$ cat src/rtl/loader_pkg.sv
// Shared types and constants for the byte-stream program loader.
package loader_pkg;

   typedef enum logic [3:0] {
      ST_IDLE,
      ST_COUNT,
      ST_ADDR,
      ST_DATA,
      ST_WRITE,
      ST_CSUM,
      ST_RELEASE,
      ST_RUN,
      ST_ERROR
   } loader_state_t;

   localparam logic [7:0] SYNC_BYTE   = 8'hA5;
   localparam int         MAX_REC_DEF = 16;

   // Record counter must hold MAX_REC itself, not just MAX_REC-1.
   function automatic int cnt_width(input int max_rec);
      return $clog2(max_rec + 1);
   endfunction

   localparam int CNT_W_DEF = cnt_width(MAX_REC_DEF);

endpackage

$ cat src/rtl/loader_csum.sv
// Modulo-2^DATA_W frame checksum accumulator; clear and add in the same cycle
// loads the new byte so the COUNT byte can start a fresh sum.
module loader_csum
   import loader_pkg::*;
#(
   parameter int DATA_W = 8
) (
   input  logic              clk,
   input  logic              reset,
   input  logic              clr,
   input  logic              add_en,
   input  logic [DATA_W-1:0] din,
   output logic [DATA_W-1:0] sum
);

   always_ff @(posedge clk or negedge reset) begin
      if (!reset) begin
         sum <= '0;
      end else if (clr) begin
         sum <= add_en ? din : '0;
      end else if (add_en) begin
         sum <= sum + din;
      end
   end

endmodule

$ cat src/rtl/program_loader.sv
// Framed program loader: SYNC, COUNT, COUNT x {ADDR, DATA}, CSUM. Drives the RAM
// load port and holds the CPU in reset until a frame checksum verifies.
module program_loader
   import loader_pkg::*;
#(
   parameter int ADDR_W  = 4,
   parameter int DATA_W  = 8,
   parameter int MAX_REC = MAX_REC_DEF
) (
   input  logic              clk,
   input  logic              reset,
   input  logic              rx_valid,
   input  logic [DATA_W-1:0] rx_data,
   output logic              rx_ready,
   output logic              input_mode,
   output logic [ADDR_W-1:0] input_address,
   output logic [DATA_W-1:0] input_program,
   output logic              prog_we,
   output logic              cpu_reset_n,
   output logic              done,
   output logic              err
);

   localparam int                CNT_W   = cnt_width(MAX_REC);
   localparam logic [DATA_W-1:0] SYNC    = DATA_W'(SYNC_BYTE);
   localparam logic [DATA_W-1:0] MAX_B   = DATA_W'(MAX_REC);
   localparam logic [CNT_W-1:0]  CNT_ONE = CNT_W'(1);

   loader_state_t     state;
   logic [CNT_W-1:0]  cnt;
   logic [DATA_W-1:0] csum;
   logic              accept;
   logic              is_sync;
   logic              count_ok;
   logic              addr_ok;
   logic              csum_clr;
   logic              csum_add;

   assign rx_ready = (state != ST_WRITE) && (state != ST_RELEASE);
   assign accept   = rx_valid && rx_ready;
   assign is_sync  = (rx_data == SYNC);
   assign count_ok = (rx_data != '0) && (rx_data <= MAX_B);
   assign addr_ok  = (rx_data[DATA_W-1:ADDR_W] == '0);

   always_comb begin
      csum_clr = 1'b0;
      csum_add = 1'b0;
      if (accept) begin
         case (state)
            ST_COUNT: begin
               csum_clr = 1'b1;
               csum_add = count_ok;
            end
            ST_ADDR: csum_add = addr_ok;
            ST_DATA: csum_add = 1'b1;
            default: ;
         endcase
      end
   end

   loader_csum #(.DATA_W(DATA_W)) u_csum (
      .clk    (clk),
      .reset  (reset),
      .clr    (csum_clr),
      .add_en (csum_add),
      .din    (rx_data),
      .sum    (csum)
   );

   always_ff @(posedge clk or negedge reset) begin
      if (!reset) begin
         state         <= ST_IDLE;
         cnt           <= '0;
         input_mode    <= 1'b1;
         cpu_reset_n   <= 1'b0;
         input_address <= '0;
         input_program <= '0;
         prog_we       <= 1'b0;
         done          <= 1'b0;
         err           <= 1'b0;
      end else begin
         prog_we <= 1'b0;
         case (state)
            ST_IDLE: if (accept && is_sync) state <= ST_COUNT;
            ST_COUNT: if (accept) begin
               if (count_ok) begin
                  cnt   <= CNT_W'(rx_data);
                  state <= ST_ADDR;
               end else begin
                  err   <= 1'b1;
                  state <= ST_ERROR;
               end
            end
            ST_ADDR: if (accept) begin
               if (addr_ok) begin
                  input_address <= rx_data[ADDR_W-1:0];
                  state         <= ST_DATA;
               end else begin
                  err   <= 1'b1;
                  state <= ST_ERROR;
               end
            end
            ST_DATA: if (accept) begin
               input_program <= rx_data;
               prog_we       <= 1'b1;
               state         <= ST_WRITE;
            end
            ST_WRITE: begin
               cnt   <= cnt - CNT_ONE;
               state <= (cnt == CNT_ONE) ? ST_CSUM : ST_ADDR;
            end
            // Writes already issued stay in RAM on a bad checksum.
            ST_CSUM: if (accept) begin
               if (rx_data == csum) begin
                  input_mode <= 1'b0;
                  state      <= ST_RELEASE;
               end else begin
                  err   <= 1'b1;
                  state <= ST_ERROR;
               end
            end
            ST_RELEASE: begin
               cpu_reset_n <= 1'b1;
               done        <= 1'b1;
               state       <= ST_RUN;
            end
            ST_RUN: if (accept && is_sync) begin
               input_mode  <= 1'b1;
               cpu_reset_n <= 1'b0;
               done        <= 1'b0;
               state       <= ST_COUNT;
            end
            ST_ERROR: if (accept && is_sync) begin
               err   <= 1'b0;
               state <= ST_COUNT;
            end
            default: state <= ST_IDLE;
         endcase
      end
   end

endmodule

$ cat config.mk
export PLATFORM = sky130hd
export DESIGN_NAME = program_loader
export DESIGN_NICKNAME = d
export VERILOG_FILES = /design/src/rtl/loader_pkg.sv /design/src/rtl/loader_csum.sv /design/src/rtl/program_loader.sv
export SDC_FILE = /design/constraint.sdc
export NUM_CORES = 1
export LEC_CHECK = 0
export ABC_CLOCK_PERIOD_IN_PS = 2650
export BUFFER_PORTS_ARGS = -buffer_cell sky130_fd_sc_hd__clkbuf_2
export CAP_MARGIN = 20
export CORE_MARGIN = 4
export CORE_UTILIZATION = 57
export DETAILED_ROUTE_END_ITERATION = 8
export GPL_TIMING_DRIVEN = 0
export PLACE_DENSITY = 0.79
export SLEW_MARGIN = 40
export SYNTH_ARGS = -nofsm -noshare
export SYNTH_HDL_FRONTEND = slang
export SYNTH_SLANG_ARGS = --single-unit
$ cat constraint.sdc
create_clock -name clk -period 2.65 [get_ports clk]
set_input_delay 0.3975 -clock clk [delete_from_list [all_inputs] [get_ports clk]]
set_output_delay 0.3975 -clock clk [all_outputs]
set_load 0.01 [all_outputs]
==> summary.txt, run 1 <==
Synthesis
  • Netlist cell types: 53
  • Post-synth EDFFs: 0
  • Yosys top cell area share: 38.7%
  • Synth Flop Type: dfrtp_1
  • Sequential share of the synthesized area: 39.9%
  • Yosys reg bits: 33
  • Top-count cell post-synth: dfrtp_1
  • Cell count after synthesis: 221
  • Commonest cells in the synthesized netlist: dfrtp_1 (32), nand2_1 (30), nor2_1 (16)
  • Cell taking the most area after synthesis: dfrtp_1
  • Main area contributors after synthesis: dfrtp_1 (39%), ha_1 (5.4%), nand2_1 (5.4%)
  • Cell Area, Synth: 0.00207 mm²
  • Mean post-synth cell area: 9.37 µm²
  • Yosys warnings: 0
  • Share of flip-flops with an asynchronous set or reset: 100%
  • Mapped Nets: 242

Detailed routing
  • DR WL/cell: 15.4 µm
  • Drt drc: 0
  • Drt initial violations: 179
  • Via density: 5.78
  • Wirelength, routed: 4.68 mm
  • DRT Pass-1 Iters: 4
  • Via count: 1,752
  • Final ANT Viol Nets: 0

Power
  • Cell leakage power: 0.00106 µW
  • Power per cell area: 979 mW/mm²
  • Max VDD drop: 577 µV

Global route
  • Number of global-route vias before repair: 1,694
  • Met1 Use GR: 32.2%
  • First-pass GRT wire length: 8.17 mm
  • GR Layer Usage met2: 37.9%
  • Met3 GRT Util: 5.25%
  • All-Layer GR Usage: 23.8%
  • Grt ovf: 0
  • Antenna violations before repair: 0
  • Gr busiest metal: met2
  • Pin count of the biggest net entering global routing: 34

Setup path
  • Worst path top cell family by delay: simple AND/OR/NAND/NOR gates
  • Worst path most repeated cell: buf_6
  • CP max-delay cell: or4b_1
  • Crit Path Category: reg -> reg
  • CP endpoint kind: flip-flop
  • Buf+Inv Stages, Crit Path: 3
  • WP depth: 7
  • Worst EP arrival: 2.52 ns
  • Worst path max stage delay: 0.49 ns
  • Crit path cell chain: buf_6 > or2_1 > buf_6 > nor4b_4 > or4b_1 > buf_2 > mux2_4
  • Worst R2R Path Depth: 7
  • Setup crit start kind: flip-flop
  • Req. time, crit path: 2.89 ns
  • CP max FO: 8

Layout
  • Final std cells w/o fill: 303
  • Fillers: 302
  • Layout cells sized above 1: 20.2%
  • Area Growth Syn to Fin: 12.2%
  • Post-layout net count: 277
  • Diode count: 0
  • Core Util, Final: 68.0%

Run status
  • Status: completed

CTS
  • Hold-fix buffers, CTS: 0
  • Clock root buffer: clkbuf_4
  • CTS Sinks: 33
  • Worst-path clk slew: 0.12 ns
  • Worst skew pair latency: 0.35 ns
  • Inserted Clock Buffers: 5
  • Clk buf depth: 2
  • CTS resizes: 0
  • Postcts setup bufs: 0
  • H-tree depth: 2
  • CTS tree: built

Timing
  • Relative slew margins: 47.4%
  • Max frequency: 0.438 GHz
  • Hold Vio Cnt, Final: 0
  • Setup violations, final: 0
  • Unrepaired setup endpoints after global routing: false
  • Count of final max-slew check failures: 0
  • Tmin final: 2.28 ns
  • Setup TNS: 0 ns
  • Tcrit/Tclk final: 86.1%
  • Worst-margin pin slew: 0.787 ns
  • Skew final: 0.00929 ns

Floorplan
  • CORE AREA: 0.00342 mm²
  • Die X-Extent: 68.3 µm
  • Row Count: 21
  • Die Ht: 68.3 µm
  • Die Area: 0.00466 mm²
  • I/O pin total: 29
  • Initial Util: 60.6%

Placement
  • Inst Count DP: 295
  • GPL Wtd Cong: 0.879
  • DPL Wire Length: 3.42 mm
  • Port bufs: 28

Worst hold path
  • Hold Crit Class: in -> async

Run
  • Max_cap viols: 0
worst paths after layout:
path,startpoint,end,slack (ns)
setup / recovery,state[2],input_address[2],0.37
hold / removal,reset,err,0.1
setup reg to reg,state[2],input_address[2],0.37
hold reg to reg,input_program[2],input_program[2],0.49
max in group asynchronous,reset,input_program[2],2.09
min in group clk,rx_data[1],u_csum.sum[1],0.37
report_power, final:
| group | internal, µW | leakage [µW] | switching, µW |
|---|---|---|---|
| sequential | 690 | 0.000400 | 138 |
| combinational | 510 | 0.000627 | 646 |
| clock | 100 | 0.0000310 | 192 |
state kept, by name, summed over array words and instances (netlist names):
signal / flops
input_program: 8
done: 1
input_mode: 1
err: 1
input_address: 4
cnt: 5
u_csum.sum: 8
state: 4
prog_we: 1
cell families after synthesis:
family	share of synthesized area, %
simple gates	23.8
compound gates	16.9
flops	39.9
buf+inv	4.47
mux	5.56
fa+ha+maj	6.40
xor+xnor	2.96
cell type report:
cell class	instances	area, µm²	share of cell area, %
Inverter	9	33.8	1.45
Timing Repair Buffer	28	140	6.03
Sequential cell	33	827	35.6
Clock buffer	5	37.5	1.62
Clock inverter	3	17.5	0.754
Tap cell	46	57.6	2.48
Buffer	10	58.8	2.53
Multi-Input combinational cell	169	1150	49.5
metal layers:
| metal | wire (µm) | part of all wire (%) |
|---|---|---|
| met5 | 0 | 0 |
| met4 | 85 | 1.8 |
| met3 | 244 | 5.2 |
| met2 | 2190 | 47 |
| met1 | 2150 | 46 |
layout by cell type, fill, tap and decap left out, types with 5 or more instances in the layout:
master	count
clkbuf_1	5
clkbuf_2	27
xnor2_1	5
nand3_1	7
a21oi_1	13
ha_1	9
nor2_1	16
inv_1	8
dfrtp_1	32
nor3_1	6
nand2_1	30
clkbuf_4	5
o21ai_1	11
mux2i_1	7
stage by stage:
stage	hold WS (ns)	setup slack, ns	instance area, µm²	total power (µW)
after floorplan	0.102	0.535	2070	1680
after global placement	0.460	0.265	2270	1950
after detailed placement	0.466	0.226	2270	1980
after CTS	0.162	0.377	2320	2280
after global routing	0.145	0.294	2320	2480
final	0.0955	0.368	2320	2280
Note: power is estimated with default switching activity, not from simulation.
==> inputs of run 2 (changes only) <==
--- a/config.mk
+++ b/config.mk
@@ -7,2 +7,3 @@
 export LEC_CHECK = 0
+export ABC_AREA = 1
 export ABC_CLOCK_PERIOD_IN_PS = 2650
--- a/constraint.sdc
+++ b/constraint.sdc
@@ -3,2 +3,2 @@
 set_output_delay 0.3975 -clock clk [all_outputs]
-set_load 0.01 [all_outputs]
+set_load 0.02 [all_outputs]
==> run 2 against run 1 <==
  * Critical path depth rose by 3
  * Die area rose by 2.4%
  * Synthesized cell count rose by 39%
  * Critical endpoint is now state[1]
  * Highest routed layer unchanged
  * Critical path type unchanged
==> summary.txt, run 2 <==
Global route
  • All-Layer GR Usage: 21.7% (-2.1 points)
  • Grt ovf: 0 (unchanged)
  • Antenna violations before repair: 0 (unchanged)
  • Pin count of the biggest net entering global routing: 34 (unchanged)
  • First-pass GRT wire length: 8.54 mm (+4.6%)
  • Number of global-route vias before repair: 1,849 (+9.1%)

Synthesis
  • Yosys warnings: 0 (unchanged)
  • Top-count cell post-synth: nand2_1
  • Mean post-synth cell area: 6.93 µm² (-26%)
  • Main area contributors after synthesis: dfrtp_1 (38%), nand2_1 (19%), inv_1 (7.4%)
  • Mapped Nets: 328 (+36%)
  • Cell taking the most area after synthesis: dfrtp_1
  • Sequential share of the synthesized area: 38.9% (-1.1 points)
  • Yosys top cell area share: 37.6% (-1.0 points)
  • Share of flip-flops with an asynchronous set or reset: 100% (unchanged)
  • Netlist cell types: 29 (-45%)
  • Post-synth EDFFs: 0 (unchanged)
  • Cell count after synthesis: 307 (+39%)
  • Cell Area, Synth: 0.00213 mm² (+2.8%)
  • Yosys reg bits: 33 (unchanged)
  • Synth Flop Type: dfrtp_1
  • Commonest cells in the synthesized netlist: nand2_1 (105), inv_1 (42), dfrtp_1 (32)

CTS
  • Postcts setup bufs: 0 (unchanged)
  • H-tree depth: 2 (unchanged)
  • Worst-path clk slew: 0.07 ns (-0.05 ns)
  • CTS tree: built
  • Clock root buffer: clkbuf_8
  • CTS resizes: 0 (unchanged)
  • Worst skew pair latency: 0.29 ns (-0.06 ns)
  • Hold-fix buffers, CTS: 0 (unchanged)
  • Inserted Clock Buffers: 5 (unchanged)
  • Clk buf depth: 2 (unchanged)
  • CTS Sinks: 33 (unchanged)

Power
  • Cell leakage power: 0.00141 µW (+33%)
  • Power per cell area: 815 mW/mm² (-17%)
  • Max VDD drop: 414 µV (-28%)

Detailed routing
  • Wirelength, routed: 4.83 mm (+3.2%)
  • Drt initial violations: 116 (-35%)
  • Drt drc: 0 (unchanged)
  • Via density: 5.14 (-11%)
  • Via count: 2,001 (+14%)
  • DR WL/cell: 12.4 µm (-20%)
  • Final ANT Viol Nets: 0 (unchanged)
  • DRT Pass-1 Iters: 4 (unchanged)

Run
  • Max_cap viols: 0 (unchanged)

Timing
  • Max frequency: 0.587 GHz (+34%)
  • Tmin final: 1.70 ns (-0.579 ns)
  • Tcrit/Tclk final: 64.3% (-22 points)
  • Worst-margin pin slew: 0.418 ns (-0.369 ns)
  • Count of final max-slew check failures: 0 (unchanged)
  • Setup TNS: 0 ns (unchanged)
  • Unrepaired setup endpoints after global routing: false
  • Worst hold margin: 0.0353 ns (-0.0602 ns)
  • Skew final: 0.00398 ns (-0.00531 ns)
  • Relative slew margins: 72.1% (+25 points)
  • Setup violations, final: 0 (unchanged)
  • Hold Vio Cnt, Final: 0 (unchanged)

Layout
  • Area of the multi-input gates: 0.00110 mm² (-4.2%)
  • Reg area: 827 µm² (unchanged)
  • Biggest regs: input_program (8), u_csum.sum (8), cnt (5)
  • Layout cells sized above 1: 15.5% (-4.8 points)
  • Area Growth Syn to Fin: 14.2%
  • Commonest non-fill, non-tap cells in the layout: nand2_1 (105), inv_1 (42), dfrtp_1 (32)
  • Core Util, Final: 70.1% (+2.0 points)
  • Commonest non-fill, non-tap cell in the layout: nand2_1
  • Diode count: 0 (unchanged)
  • Fillers: 318 (+5.3%)
  • Post-layout net count: 363 (+31%)

Floorplan
  • Initial Util: 61.4% (+0.74 points)
  • I/O pin total: 29 (unchanged)
  • Die X-Extent: 69.1 µm (+1.2%)
  • CORE AREA: 0.00347 mm² (+1.5%)
  • Die Area: 0.00478 mm² (+2.4%)
  • Die Ht: 69.1 µm (+1.2%)
  • Row Count: 21 (unchanged)

Setup path
  • CP endpoint kind: flip-flop
  • Req. time, crit path: 2.83 ns (-0.06 ns)
  • Crit Path Category: reg -> reg
  • RR Endpoint: state[1]
  • Worst EP arrival: 1.88 ns (-0.64 ns)
  • Worst R2R Path Depth: 10 (+3)
  • Reg-to-reg startpoint: u_csum.sum[2]
  • CP Capture Point: state[1]
  • R2R setup slack: 0.95 ns (+0.58 ns)
  • Setup crit start kind: flip-flop
  • CP max FO: 5 (-3)
  • Crit path from: u_csum.sum[2]

Placement
  • GPL Wtd Cong: 0.910 (+3.5%)
  • DPL Wire Length: 3.72 mm (+8.8%)
  • Port bufs: 28 (unchanged)

Run status
  • Status: completed

Worst hold path
  • Hold Crit Class: in -> async
-- run 2: cell count changes in the layout (fill, tap and decap cells not counted), moves of 5 or more --
cell / delta
mux2i_1: -7
clkbuf_8: +7
nand3_1: +20
clkbuf_4: -5
o21ai_0: +18
a21oi_1: -8
nor2_1: +9
nand2_1: +75
inv_1: +34
clkbuf_1: -5
-- run 2: per-layer routing --
metal	global-route usage, %	vias to the layer above	wire, µm
met5	0	-	0
met4	6.94	0	68
met3	5.23	7	274
met2	33.5	47	2160
met1	29.9	905	2320
li1	-	1042	-
-- run 2: worst max-delay path, cell delays in order (launching register included) --
cell,delay (ns)
dfrtp_1,0.38
ha_1,0.36
inv_1,0.08
nand3b_1,0.09
nor2_1,0.06
nand3_1,0.11
nand2_1,0.06
nor2_1,0.24
nand2_1,0.08
nand2_1,0.06
nand2_1,0.06
-- run 2: worst min-delay path by stage --
stage	from	end	slack [ns]
after CTS	reset	u_csum.sum[6]	0.22
final	reset	u_csum.sum[6]	0.04
after global placement	err	err	0.46
after global routing	reset	u_csum.sum[6]	0.07
after floorplan	reset	cnt[0]	0.10
after detailed placement	input_program[7]	input_program[7]	0.46
-- run 2: area by class of cell --
| cell class | count | share of cell area (%) |
|---|---|---|
| Timing Repair Buffer | 28 | 5.87 |
| Inverter | 44 | 6.80 |
| Buffer | 5 | 1.39 |
| Clock inverter | 1 | 0.206 |
| Clock buffer | 7 | 3.96 |
| Tap cell | 46 | 2.37 |
| Sequential cell | 33 | 34.0 |
| Multi-Input combinational cell | 225 | 45.4 |
-- run 2: logic make-up (layout without fill, tap and decap cells) --
group,after synthesis,count (layout),share of synthesized area (%)
AND/OR/NAND/NOR,173,173,34.5
buffers and inverters,49,85,9.35
AO/OA/AOI/OAI,41,41,10.6
flip-flops,33,33,38.9
adder cells (fa/ha/maj),10,10,6.23
XOR/XNOR,1,1,0.412
-- run 2: metrics by stage --
step,instance area (µm²),setup WS (ns),cells,power (µW)
CTS,2430,0.966,389,1990
global route,2430,0.750,389,2160
finish,2430,0.946,389,1980
detailed placement,2330,0.813,381,1560
floorplan,2130,1.10,307,1350
global placement,2330,0.838,381,1530
-- run 2: report_power, final --
part           switching (µW)  internal [µW]
Clock                     184            235
Combinational             523            291
Sequential                105            644
Total                     812           1170
==> inputs of run 3 (changes only) <==
- ABC_CLOCK_PERIOD_IN_PS: 2650 -> 1600
- clock period: 2.65 -> 1.6 ns (I/O delays scaled with it)
==> run 3 against run 2 <==
  * Clock skew increased by 0.00055 ns
  * Sequential power rose by 68%
  * Final cell count grew 1.3%
  * Core utilization rose by 4.7 points
  * Global-route usage grew 0.40 points
  * Clock power grew 66%
  * Cell area increased by 6.7%
  * Non-clock buffer count grew 5
  * Sequential share of layout area is 2.1 points lower
  * Largest power group unchanged
  * Highest routed layer unchanged
==> summary.txt, run 3 (synthesized netlist as in run 2, its figures left out) <==
CTS
  • CTS tree: built
  • Worst-path clk slew: 0.07 ns (about the same)
  • CTS Sinks: 33 (unchanged)
  • H-tree depth: 2 (unchanged)
  • Clk buf depth: 2 (unchanged)
  • Worst skew pair latency: 0.29 ns (about the same)
  • Clock root buffer: clkbuf_8
  • Inserted Clock Buffers: 5 (unchanged)

Setup path
  • Buf+Inv Stages, Crit Path: 2 (+1)
  • Worst EP arrival: 1.75 ns (-0.13 ns)
  • Setup crit start kind: flip-flop
  • CP max FO: 3 (-2)
  • CP max-delay cell: dfrtp_1
  • Crit Path Category: reg -> reg
  • Worst path top cell family by delay: simple AND/OR/NAND/NOR gates
  • CP endpoint kind: flip-flop
  • Worst path most repeated cell: nand2_1
  • Crit path cell chain: ha_2 > inv_2 > fa_2 > inv_2 > nand2_1 > nand2_1 > or2_4 > nand3_2 > o21ai_2 > nand2_1 > nand2_1
  • Worst path max stage delay: 0.39 ns (about the same)
  • Req. time, crit path: 1.78 ns (-1.05 ns)

Timing
  • Hold Vio Cnt, Final: 0 (unchanged)
  • Setup TNS: 0 ns (unchanged)
  • Tcrit/Tclk final: 97.6% (+33 points)
  • Skew final: 0.00453 ns (+0.000552 ns)
  • Max frequency: 0.640 GHz (+9.1%)
  • Setup violations, final: 0 (unchanged)
  • Worst hold margin: 0.231 ns (+0.195 ns)
  • Unrepaired setup endpoints after global routing: true
  • Relative slew margins: 72.2% (about the same)
  • Tmin final: 1.56 ns (-0.141 ns)
  • Final worst slack: 0.0379 ns (-0.909 ns)
  • Worst-margin pin slew: 0.418 ns (-0.000879 ns)
  • Count of final max-slew check failures: 0 (unchanged)

Layout
  • Commonest non-fill, non-tap cells in the layout: nand2_1 (103), inv_1 (38), dfrtp_1 (30)
  • Biggest regs: input_program (8), u_csum.sum (8), cnt (5)
  • Fillers: 295 (-7.2%)
  • Fin area: 0.00259 mm² (+6.7%)
  • Post-layout net count: 368 (+1.4%)
  • Core Util, Final: 74.8% (+4.7 points)
  • Area Growth Syn to Fin: 21.9%
  • Layout cells sized above 1: 23.3% (+7.8 points)
  • Diode count: 0 (unchanged)
  • Commonest non-fill, non-tap cell in the layout: nand2_1

Placement
  • Port bufs: 28 (unchanged)
  • GPL Wtd Cong: 0.910 (unchanged)
  • DP Worst Slack: -0.0792 ns (-0.893 ns)
  • DPL Wire Length: 3.72 mm (unchanged)
  • Placement Cell Area: 0.00233 mm² (unchanged)

Floorplan
  • Die Area: 0.00478 mm² (unchanged)
  • Die Ht: 69.1 µm (unchanged)
  • CORE AREA: 0.00347 mm² (unchanged)
  • I/O pin total: 29 (unchanged)
  • Row Count: 21 (unchanged)
  • Initial Util: 61.4% (unchanged)
  • Die X-Extent: 69.1 µm (unchanged)

Detailed routing
  • Drt initial violations: 127 (+9.5%)
  • Drt drc: 0 (unchanged)
  • Wirelength, routed: 5.06 mm (+4.9%)
  • DR WL/cell: 12.8 µm (+3.5%)
  • DRT Pass-1 Iters: 5 (+1)
  • Final ANT Viol Nets: 0 (unchanged)
  • Via density: 5.17 (+0.46%)
  • Via count: 2,036 (+1.7%)

Run
  • Max_cap viols: 0 (unchanged)

Power
  • Power per cell area: 1330 mW/mm² (+63%)
  • Max VDD drop: 723 µV (+75%)
  • Cell leakage power: 0.00143 µW (+1.5%)

Global route
  • All-Layer GR Usage: 22.1% (+0.40 points)
  • Antenna violations before repair: 0 (unchanged)
  • First-pass GRT wire length: 8.74 mm (+2.3%)
  • Grt ovf: 0 (unchanged)
  • Number of global-route vias before repair: 1,883 (+1.8%)
  • Pin count of the biggest net entering global routing: 34 (unchanged)

Worst hold path
  • Hold Crit Class: in -> reg

Run status
  • Status: completed
[run 3: through the flow]
step / total power, µW / std cells
6_report: 3450 / 394
5_1_grt: 3750 / 394
4_1_cts: 3380 / 390
3_5_place_dp: 2590 / 381
3_3_place_gp: 2540 / 381
2_1_floorplan: 2230 / 307
[run 3: final cells by class]
type,instances,area [µm²],share of cell area [%]
plain buffers,5,36.3,1.40
clock buffers,7,96.3,3.71
clock inverters,1,5.00,0.193
inverters,44,165,6.37
multi-input cells,225,1220,47.1
flip-flops and latches,33,830,32.0
well taps,46,57.6,2.22
repair buffers,33,183,7.04
[run 3: layer usage]
layer / track usage, % / vias up / part of all wire (%) / wire length, µm
li1: - / 1055 / - / -
met2: 33.6 / 42 / 45 / 2300
met3: 5.23 / 10 / 5.5 / 276
met5: 0 / - / 0 / 0
met1: 30.7 / 929 / 47 / 2390
met4: 7.81 / 0 / 1.8 / 92
[run 3: repair_timing]
| action | 4_1_cts | 5_1_grt |
|---|---|---|
| pin swaps | 1 | 1 |
| setup buffers | 1 | 3 |
| resized for setup | 12 | 18 |
| endpoints found under the setup margin | 4 | 16 |
| hold endpoints to repair | 0 | 32 |
| hold buffers | 0 | 1 |
[run 3: final timing paths]
path / start / to / slack, ns / cells past startpoint
max: u_csum.sum[0] / u_csum.sum[4] / 0.04 / 11
min: rx_data[7] / input_program[7] / 0.23 / 3
max reg2reg: u_csum.sum[0] / u_csum.sum[4] / 0.04 / 11
min reg2reg: input_mode / input_mode / 0.47 / 2
max in group asynchronous: reset / input_mode / 0.85 / 2
min in group asynchronous: reset / u_csum.sum[6] / 0.42 / 2
[run 3: report_power, final]
group / switching [µW] / leakage [µW] / internal, µW
combinational: 922 / 0.000953 / 576
clock: 306 / 0.0000542 / 389
sequential: 192 / 0.000425 / 1070
total: 1420 / 0.00143 / 2030
[run 3: tightest hold or removal path, delay by kind of cell]
family,cells,cell delay (ns)
and+or+nand+nor,2,0.12
buffers and inverters,1,0.12
